File: config.mk
export PLATFORM = sky130hd
export DESIGN_NAME = zdraw_scheduler
export DESIGN_NICKNAME = d
export VERILOG_FILES = /design/src/rtl/zdraw_scheduler.sv
export SDC_FILE = /design/constraint.sdc
export NUM_CORES = 1
export LEC_CHECK = 0
export CAP_MARGIN = 10
export CORE_MARGIN = 2
export CORE_UTILIZATION = 52
export DETAILED_ROUTE_END_ITERATION = 8
export HOLD_SLACK_MARGIN = 0.1
export PLACE_DENSITY_LB_ADDON = 0.1
export SYNTH_ARGS = -nofsm -noshare
export SYNTH_HDL_FRONTEND = slang
export SYNTH_SLANG_ARGS = --single-unit
File: constraint.sdc
create_clock -name clk -period 3.2 [get_ports clk]
set_input_delay 0.96 -clock clk [delete_from_list [all_inputs] [get_ports clk]]
set_output_delay 0.96 -clock clk [all_outputs]
set_load 0.01 [all_outputs]
File: src/rtl/zdraw_scheduler.sv
// zdraw_scheduler: sequences the LCD power-on draw and the periodic refresh
// frame, issuing commands to the draw core over an enable/done handshake.
// Ports: clk, rst_n (async active-low), en, iPause, per-channel pulse
//   counters and update strobes, status operands (accumulated, gain,
//   interval, max/min); draw-core handshake oDraw_En/oDraw_Cmd/oDraw_Data1/2
//   and iDraw_Done; status oFrame_Done, oTimeout, oTimeout_Cnt, oBusy.
// Option: define ZDRAW_SKIP_UNCHANGED_EN to skip cmds 8/9/10 whose operands
//   match the values last issued (always issued on the first frame after INIT).
module zdraw_scheduler #(
    parameter int          NUM_CH      = 2,
    parameter int          DATA_W      = 32,
    parameter int          TIMEOUT_CYC = 1048576,
    parameter logic [15:0] BG_COLOR    = 16'h0000
) (
    input  logic                     clk,
    input  logic                     rst_n,
    input  logic                     en,
    input  logic                     iPause,
    input  logic [NUM_CH-1:0]        iData_Update,
    input  logic [NUM_CH*DATA_W-1:0] iPulse_Counter,
    input  logic [DATA_W-1:0]        iPulseCounter_Accumulated,
    input  logic [7:0]               iPulseCounter_Gain_Divider,
    input  logic [7:0]               iTime_Interval_Selection,
    input  logic [15:0]              iMaxPulseCounter,
    input  logic [15:0]              iMinPulseCounter,
    output logic                     oDraw_En,
    output logic [3:0]               oDraw_Cmd,
    output logic [31:0]              oDraw_Data1,
    output logic [31:0]              oDraw_Data2,
    input  logic                     iDraw_Done,
    output logic                     oFrame_Done,
    output logic                     oTimeout,
    output logic [7:0]               oTimeout_Cnt,
    output logic                     oBusy
);

    localparam logic [2:0] S_IDLE  = 3'd0;
    localparam logic [2:0] S_CLR   = 3'd1;
    localparam logic [2:0] S_IMG   = 3'd2;
    localparam logic [2:0] S_LBL   = 3'd3;
    localparam logic [2:0] S_WAIT  = 3'd4;
    localparam logic [2:0] S_FRAME = 3'd5;

    localparam int LAST = NUM_CH + 5;
    localparam int WD_W = $clog2(TIMEOUT_CYC);
    // Expiry is taken on the edge where the counter would reach TIMEOUT_CYC-1
    localparam logic [WD_W-1:0] WD_LIM = WD_W'(TIMEOUT_CYC - 2);

    logic [2:0]        state_q, state_d;
    logic [3:0]        step_q, step_d;
    logic              draw_en_q, draw_en_d;
    logic [3:0]        cmd_q, cmd_d;
    logic [31:0]       d1_q, d1_d, d2_q, d2_d;
    logic              fdone_q, fdone_d;
    logic              to_q, to_d;
    logic [7:0]        tcnt_q, tcnt_d;
    logic [WD_W-1:0]   wd_q, wd_d;
    logic [DATA_W-1:0] lat_q [NUM_CH];
    logic [DATA_W-1:0] lat_d [NUM_CH];

    logic [3:0]  cur_cmd;
    logic [63:0] cur_ops;
    logic        cur_skip;
    logic        advance;

`ifdef ZDRAW_SKIP_UNCHANGED_EN
    logic        first_q, first_d;
    logic [63:0] sh_q [3];
    logic [63:0] sh_d [3];
`endif

    always_comb begin
        for (int c = 0; c < NUM_CH; c++) begin
            lat_d[c] = lat_q[c];
            if (!en || iPause) begin
                lat_d[c] = '0;
            end else if (iData_Update[c]) begin
                lat_d[c] = iPulse_Counter[c*DATA_W +: DATA_W];
            end
        end
    end

    // Command and operands for the current state / frame step
    always_comb begin
        cur_cmd  = 4'd0;
        cur_ops  = 64'd0;
        cur_skip = 1'b0;
        unique case (state_q)
            S_CLR: cur_ops = {32'(BG_COLOR), 32'd0};
            S_IMG: cur_cmd = 4'd1;
            S_LBL: cur_cmd = 4'd4;
            S_FRAME: begin
                if (step_q == 4'd0) begin
                    cur_cmd = 4'd2;
                end else if (step_q == 4'd1) begin
                    cur_cmd = 4'd3;
                end else if (step_q == 4'(LAST - 3)) begin
                    cur_cmd = 4'd7;
                end else if (step_q == 4'(LAST - 2)) begin
                    cur_cmd = 4'd8;
                    cur_ops = {32'(iPulseCounter_Accumulated), 32'd0};
                end else if (step_q == 4'(LAST - 1)) begin
                    cur_cmd = 4'd9;
                    cur_ops = {32'(iPulseCounter_Gain_Divider),
                               32'(iTime_Interval_Selection)};
                end else if (step_q == 4'(LAST)) begin
                    cur_cmd = 4'd10;
                    cur_ops = {32'(iMaxPulseCounter),
                               32'(iMinPulseCounter)};
                end
                for (int c = 0; c < NUM_CH; c++) begin
                    if (step_q == 4'(c + 2)) begin
                        cur_cmd = 4'd5;
                        cur_ops = {32'(lat_q[c]), 32'(c)};
                    end
                end
`ifdef ZDRAW_SKIP_UNCHANGED_EN
                if (!first_q) begin
                    cur_skip = (cur_cmd == 4'd8  && cur_ops == sh_q[0]) ||
                               (cur_cmd == 4'd9  && cur_ops == sh_q[1]) ||
                               (cur_cmd == 4'd10 && cur_ops == sh_q[2]);
                end
`endif
            end
            default: ;
        endcase
    end

    always_comb begin
        state_d   = state_q;
        step_d    = step_q;
        draw_en_d = draw_en_q;
        cmd_d     = cmd_q;
        d1_d      = d1_q;
        d2_d      = d2_q;
        fdone_d   = 1'b0;
        to_d      = to_q;
        tcnt_d    = tcnt_q;
        wd_d      = wd_q;
        advance   = 1'b0;
`ifdef ZDRAW_SKIP_UNCHANGED_EN
        first_d = first_q;
        for (int i = 0; i < 3; i++) sh_d[i] = sh_q[i];
`endif
        if (!en) begin
            state_d   = S_IDLE;
            step_d    = 4'd0;
            draw_en_d = 1'b0;
            to_d      = 1'b0;
            tcnt_d    = 8'd0;
        end else begin
            unique case (state_q)
                S_IDLE: state_d = S_CLR;
                S_WAIT: begin
                    if (!iPause) begin
                        state_d = S_FRAME;
                        step_d  = 4'd0;
                    end
                end
                default: begin
                    // Enable low here means the step has not been issued yet
                    if (!draw_en_q) begin
                        if (cur_skip) begin
                            advance = 1'b1;
                        end else begin
                            draw_en_d = 1'b1;
                            cmd_d     = cur_cmd;
                            d1_d      = cur_ops[63:32];
                            d2_d      = cur_ops[31:0];
                            wd_d      = '0;
`ifdef ZDRAW_SKIP_UNCHANGED_EN
                            if (cur_cmd == 4'd8)  sh_d[0] = cur_ops;
                            if (cur_cmd == 4'd9)  sh_d[1] = cur_ops;
                            if (cur_cmd == 4'd10) sh_d[2] = cur_ops;
`endif
                        end
                    end else if (iDraw_Done) begin
                        draw_en_d = 1'b0;
                        advance   = 1'b1;
                    end else if (wd_q == WD_LIM) begin
                        draw_en_d = 1'b0;
                        to_d      = 1'b1;
                        advance   = 1'b1;
                        if (tcnt_q != 8'hFF) tcnt_d = tcnt_q + 8'd1;
                    end else begin
                        wd_d = wd_q + WD_W'(1);
                    end

                    if (advance) begin
                        if (state_q == S_CLR) begin
                            state_d = S_IMG;
                        end else if (state_q == S_IMG) begin
                            state_d = S_LBL;
                        end else if (state_q == S_LBL) begin
                            state_d = S_WAIT;
`ifdef ZDRAW_SKIP_UNCHANGED_EN
                            first_d = 1'b1;
`endif
                        end else if (step_q == 4'(LAST)) begin
                            state_d = S_WAIT;
                            step_d  = 4'd0;
                            fdone_d = 1'b1;
`ifdef ZDRAW_SKIP_UNCHANGED_EN
                            first_d = 1'b0;
`endif
                        end else begin
                            step_d = step_q + 4'd1;
                        end
                    end
                end
            endcase
        end
    end

    always_ff @(posedge clk or negedge rst_n) begin
        if (!rst_n) begin
            state_q   <= S_IDLE;
            step_q    <= 4'd0;
            draw_en_q <= 1'b0;
            cmd_q     <= 4'd0;
            d1_q      <= 32'd0;
            d2_q      <= 32'd0;
            fdone_q   <= 1'b0;
            to_q      <= 1'b0;
            tcnt_q    <= 8'd0;
            wd_q      <= '0;
            lat_q     <= '{default: '0};
        end else begin
            state_q   <= state_d;
            step_q    <= step_d;
            draw_en_q <= draw_en_d;
            cmd_q     <= cmd_d;
            d1_q      <= d1_d;
            d2_q      <= d2_d;
            fdone_q   <= fdone_d;
            to_q      <= to_d;
            tcnt_q    <= tcnt_d;
            wd_q      <= wd_d;
            lat_q     <= lat_d;
        end
    end

`ifdef ZDRAW_SKIP_UNCHANGED_EN
    always_ff @(posedge clk or negedge rst_n) begin
        if (!rst_n) begin
            first_q <= 1'b0;
            sh_q    <= '{default: '0};
        end else begin
            first_q <= first_d;
            sh_q    <= sh_d;
        end
    end
`endif

    assign oDraw_En     = draw_en_q;
    assign oBusy        = draw_en_q;
    assign oDraw_Cmd    = cmd_q;
    assign oDraw_Data1  = d1_q;
    assign oDraw_Data2  = d2_q;
    assign oFrame_Done  = fdone_q;
    assign oTimeout     = to_q;
    assign oTimeout_Cnt = tcnt_q;

endmodule

==> Yosys cells after proc, flatten, opt, wreduce, memory -nomap -nowiden <==
Cells that the tools add are included.
{ "word_totals": {"reg_bits": 170, "inputBits": 151, "elab_cells": 128} }
{ "op_classes": {"add_sub_neg": 3, "eq_ne": 29, "muxes": 69, "bitwise_logic": 2, "reduce_logical": 13} }
{ "ops": {"columns": ["operator", "count"], "rows": [
  ["$mux 64", 7],
  ["$mux 32", 4],
  ["$mux 48", 2],
  ["$mux 20", 3],
  ["$mux 4", 15],
  ["$mux 8", 6],
  ["$mux 1", 22],
  ["$mux 3", 7],
  ["$add 20x1->20 const B", 1],
  ["$eq 20x20->1 const B", 1],
  ["$eq 4x3->1 const B", 4],
  ["$pmux 4 s3", 1],
  ["$ne 2x2->1 const B", 5],
  ["$ne 3x2->1 const B", 3],
  ["$add 8x1->8 const B", 1],
  ["$eq 4x2->1 const B", 2],
  ["$ne 8x8->1 const B", 1],
  ["$pmux 4 s2", 1],
  ["$reduce_and 4->1", 2],
  ["$ne 7x1->1 const B", 1],
  ["$eq 3x2->1 const B", 2],
  ["$eq 3x3->1 const B", 2],
  ["$ne 2x1->1 const B", 3],
  ["$pmux 3 s2", 1],
  ["other kinds (16)", 19]
]} }

==> Longest topological paths before layout <==
{ "logic_depth": {"word_depth": 10, "ltp_mapped": 10} }

==> Least setup slack after synthesis <==
Ideal clock, no wire load.
{ "synth_path": {"path_type": "input-to-reg", "start": "input en", "end": "register d2_q[1], in the netlist oDraw_Data2[1]", "t_arrival_ns": 2.126, "required_ns": 3.123, "path_slack_ns": 0.997, "stages": 5, "path_cell_list": "nand2_4 -> or3_1 -> buf_6 -> or4_4 -> o21ai_1"} }
{ "synth_between": {"elab_chain_len": 1} }
{ "synth_lines": {"columns": ["element", "line", "text"], "rows": [
  ["start, declared", "17", "input logic en,"],
  ["$reduce_and 3->1 (no line)", null, null],
  ["end signal, assigned", "222", "d2_q <= 32'd0;"],
  ["end signal, assigned", "234", "d2_q <= d2_d;"],
  ["end, declared", "53", "logic [31:0] d1_q, d1_d, d2_q, d2_d;"]
]} }
No other way between the ends.
A chain may end at the register's enable or synchronous reset.

==> Final worst setup path <==
{ "layout_path": {"start": "register draw_en_q, in the netlist oBusy", "end": "output oDraw_En"} }
{ "layout_lines": {"columns": ["element", "line", "text"], "rows": [
  ["start, declared", "51", "logic draw_en_q, draw_en_d;"],
  ["start signal, assigned", "231", "draw_en_q <= draw_en_d;"],
  ["end, declared", "26", "output logic oDraw_En,"]
]} }
No word-level cell between the ends.

==> results.sh <==
export IMPL_multi_input_area_um2=3770
export IMPL_critPathArrivalTime_ns=1.71
export IMPL_fin_setup_tns_ns=0
export IMPL_rows=45
export IMPL_outcome="finished, final reports clean"
export IMPL_yosys_area_top_type_share_pct=48.5
export IMPL_cts_root_buf="clkbuf_16"
export IMPL_place_area_um2=10200
export IMPL_num_vias=7073
export IMPL_dieWidth_um=128
export IMPL_htree_levels=4
export IMPL_synth_flop_cell="dfrtp_1"
export IMPL_tightest_slew_ns=0.861
export IMPL_first_pass_iters=5
export IMPL_endpoint_kind="output port"
export IMPL_leakagePower_uw=0.00480
export IMPL_cp_slowest_stage_delay_ns=0.65
export IMPL_syn_to_final_growth_pct=35.9
export IMPL_cp_top_family="flip-flops"
export IMPL_place_ws_ns=0.339
export IMPL_startpoint_type="flop"
export IMPL_fin_area_um2=10800
export IMPL_max_slew_margin_pct=42.6
export IMPL_dp_hpwl_mm=16.2
export IMPL_ys_top_cells_by_count="dfrtp_1, nor2_1, nand2_1"
export IMPL_coreArea_um2=15100
export IMPL_yosysMostFrequentCell="dfrtp_1"
export IMPL_vdd_ir_drop_max_uv=415
export IMPL_total_power_uw=4650
export IMPL_power_density_nw_per_um2=430
export IMPL_synth_area_per_cell_um2=9.52
export IMPL_fmax_mhz=375
export IMPL_gp_congestion=0.906
export IMPL_cp_max_fo=16
export IMPL_timing_max_cap_violations=0
export IMPL_grt_pass1_vias=6949
export IMPL_yosys_warnings=0
export IMPL_fin_skew_ns=0.0124
export IMPL_finalNonFillerCells=1233
export IMPL_period_needed_ns=2.67
export IMPL_ioPinCount=231
export IMPL_port_buffers=214
export IMPL_postCtsHoldBufs=0
export IMPL_wl_per_cell_um=18.4
export IMPL_clock_sinks=154
export IMPL_hp_class="reg -> reg"
export IMPL_path_buf_inv=1
export IMPL_diodes=0
export IMPL_worst_slack_ns=0.534
export IMPL_die_area_um2=16300
export IMPL_cts_setup_buffers=0
export IMPL_insertion_delay_ns=0.43
export IMPL_hold_violations=0
export IMPL_nFillCells=1187
export IMPL_worstPathCellList="clkdlybuf4s50_1"
export IMPL_worstPathRequired_ns=2.24
export IMPL_netlist_area_um2=7950
export IMPL_slew_violations=0
export IMPL_synth_async_sr_flop_share_pct=100
export IMPL_drtAntennaViolNets=0
export IMPL_clk_path_buf_depth=2
export IMPL_synth_seq_cells=154
export IMPL_rsz0062_at_grt="no"
export IMPL_drive_gt1_share_pct=7.18
export IMPL_synth_area_top_cells="dfrtp_1, mux2i_1, nor2_1"
export IMPL_cts_tree="built"
export IMPL_vias_per_cell=5.74
export IMPL_yosys_area_top_type="dfrtp_1"
export IMPL_cts_buffers=17
export IMPL_grt_pass1_wl_mm=36.4
export IMPL_clkTransAtPathRegs_ns=0.06
export IMPL_syn_inst=835
export IMPL_overflow=0
export IMPL_period_share_pct=83.3
export IMPL_initial_core_util_pct=52.7
export IMPL_wirelength_mm=22.7
export IMPL_crit_slowest_cell="dfrtp_1"
export IMPL_antenna_found_initial=0
export IMPL_grt_max_degree=65
export IMPL_setup_viol=0
export IMPL_seqCellArea_um2=3850
export IMPL_critPathKind="reg -> out"
export IMPL_grt_usage_pct=28.5
export IMPL_die_h_um=128
export IMPL_nets=1191
export IMPL_cts_resized=0
export IMPL_synth_distinct_cells=62
export IMPL_synth_seq_area_share_pct=48.5
export IMPL_drt_iter0_markers=639
export IMPL_route_detailed_drc=0
export IMPL_dp_cells=1201
export IMPL_synth_edff_count=0
logic make-up (layout without fill, tap and decap cells):
logic type	count (synthesis)	after routing	share of synthesized area, %
fa+ha+maj	8	8	1.26
xor+xnor	9	9	0.992
flops	154	154	48.5
compound gates	177	177	14.5
other cells	1	16	0.0472
buf+inv	83	278	5.15
mux	80	80	10.1
simple gates	323	323	19.5
metal layers:
| layer | global-route usage [%] | share of wire [%] |
|---|---|---|
| met1 | 37.6 | 42 |
| met4 | 9.89 | 2.4 |
| met3 | 8.25 | 7.1 |
| met5 | 0 | 0 |
| met2 | 45.4 | 49 |
worst paths after layout:
kind | start | endpoint | slack (ns) | cells after the start
worst max-delay path | oBusy | oDraw_En | 0.53 | 1
worst min-delay path | oDraw_Data1[30] | oDraw_Data1[30] | 0.48 | 2
worst max register to register | step_q[1] | oDraw_Data1[8] | 0.58 | 6
worst min register to register | oDraw_Data1[30] | oDraw_Data1[30] | 0.48 | 2
max in group asynchronous | rst_n | oDraw_Data2[3] | 1.98 | 2
min in group asynchronous | rst_n | oTimeout | 0.51 | 1
power by group:
| part | switching (µW) | internal [µW] |
|---|---|---|
| clock | 847 | 1090 |
| combinational | 327 | 311 |
| sequential | 74.5 | 2000 |
| total | 1250 | 3400 |
flip-flops by register name (all words and copies together) (netlist names), 3 cells and up:
name / cells
oDraw_Data2: 16
oTimeout_Cnt: 8
lat_q: 64
step_q: 4
oDraw_Cmd: 4
wd_q: 20
oDraw_Data1: 32
state_q: 3
area by class of cell:
class / count / area share (%)
sequential: 154 / 35.7
multi-input combinational: 613 / 34.9
timing repair buffer: 239 / 21.8
clock buffer: 18 / 3.97
tap: 188 / 2.18
clock inverter: 14 / 1.26
inverter: 7 / 0.243
stage by stage:
step,hold WS (ns),utilization (%)
2_1_floorplan,0.481,-
3_3_place_gp,0.461,67.9
3_5_place_dp,0.466,67.9
4_1_cts,0.482,71.6
5_1_grt,0.503,71.6
6_report,0.480,71.6
cells in the final DEF, fill, tap and decap left out, types with 3 or more instances in the layout:
cell type / count
mux2i_1: 80
inv_6: 5
o21ai_1: 9
nand2_1: 99
nor2b_1: 3
clkinv_4: 3
nand4_1: 13
inv_1: 6
nor3_1: 21
xnor2_1: 7
a22oi_1: 40
clkbuf_16: 17
o22ai_1: 8
dfrtp_1: 154
o21ai_0: 51
o31ai_1: 10
clkdlybuf4s50_1: 211
nand3_1: 16
nor4_1: 14
nand2b_1: 14
and3_1: 9
nor2_1: 102
buf_12: 3
buf_4: 22
a22o_1: 10
o41ai_1: 4
a21oi_1: 23
a211o_1: 8
or4_1: 3
ha_1: 8
nor4_2: 4
conb_1: 16
tightest hold or removal path: stages (launching register included):
cell and delay, ns:
dfrtp_1 0.34, nand2_1 0.05, o21ai_0 0.06
Power figures use the tool's default switching activity.
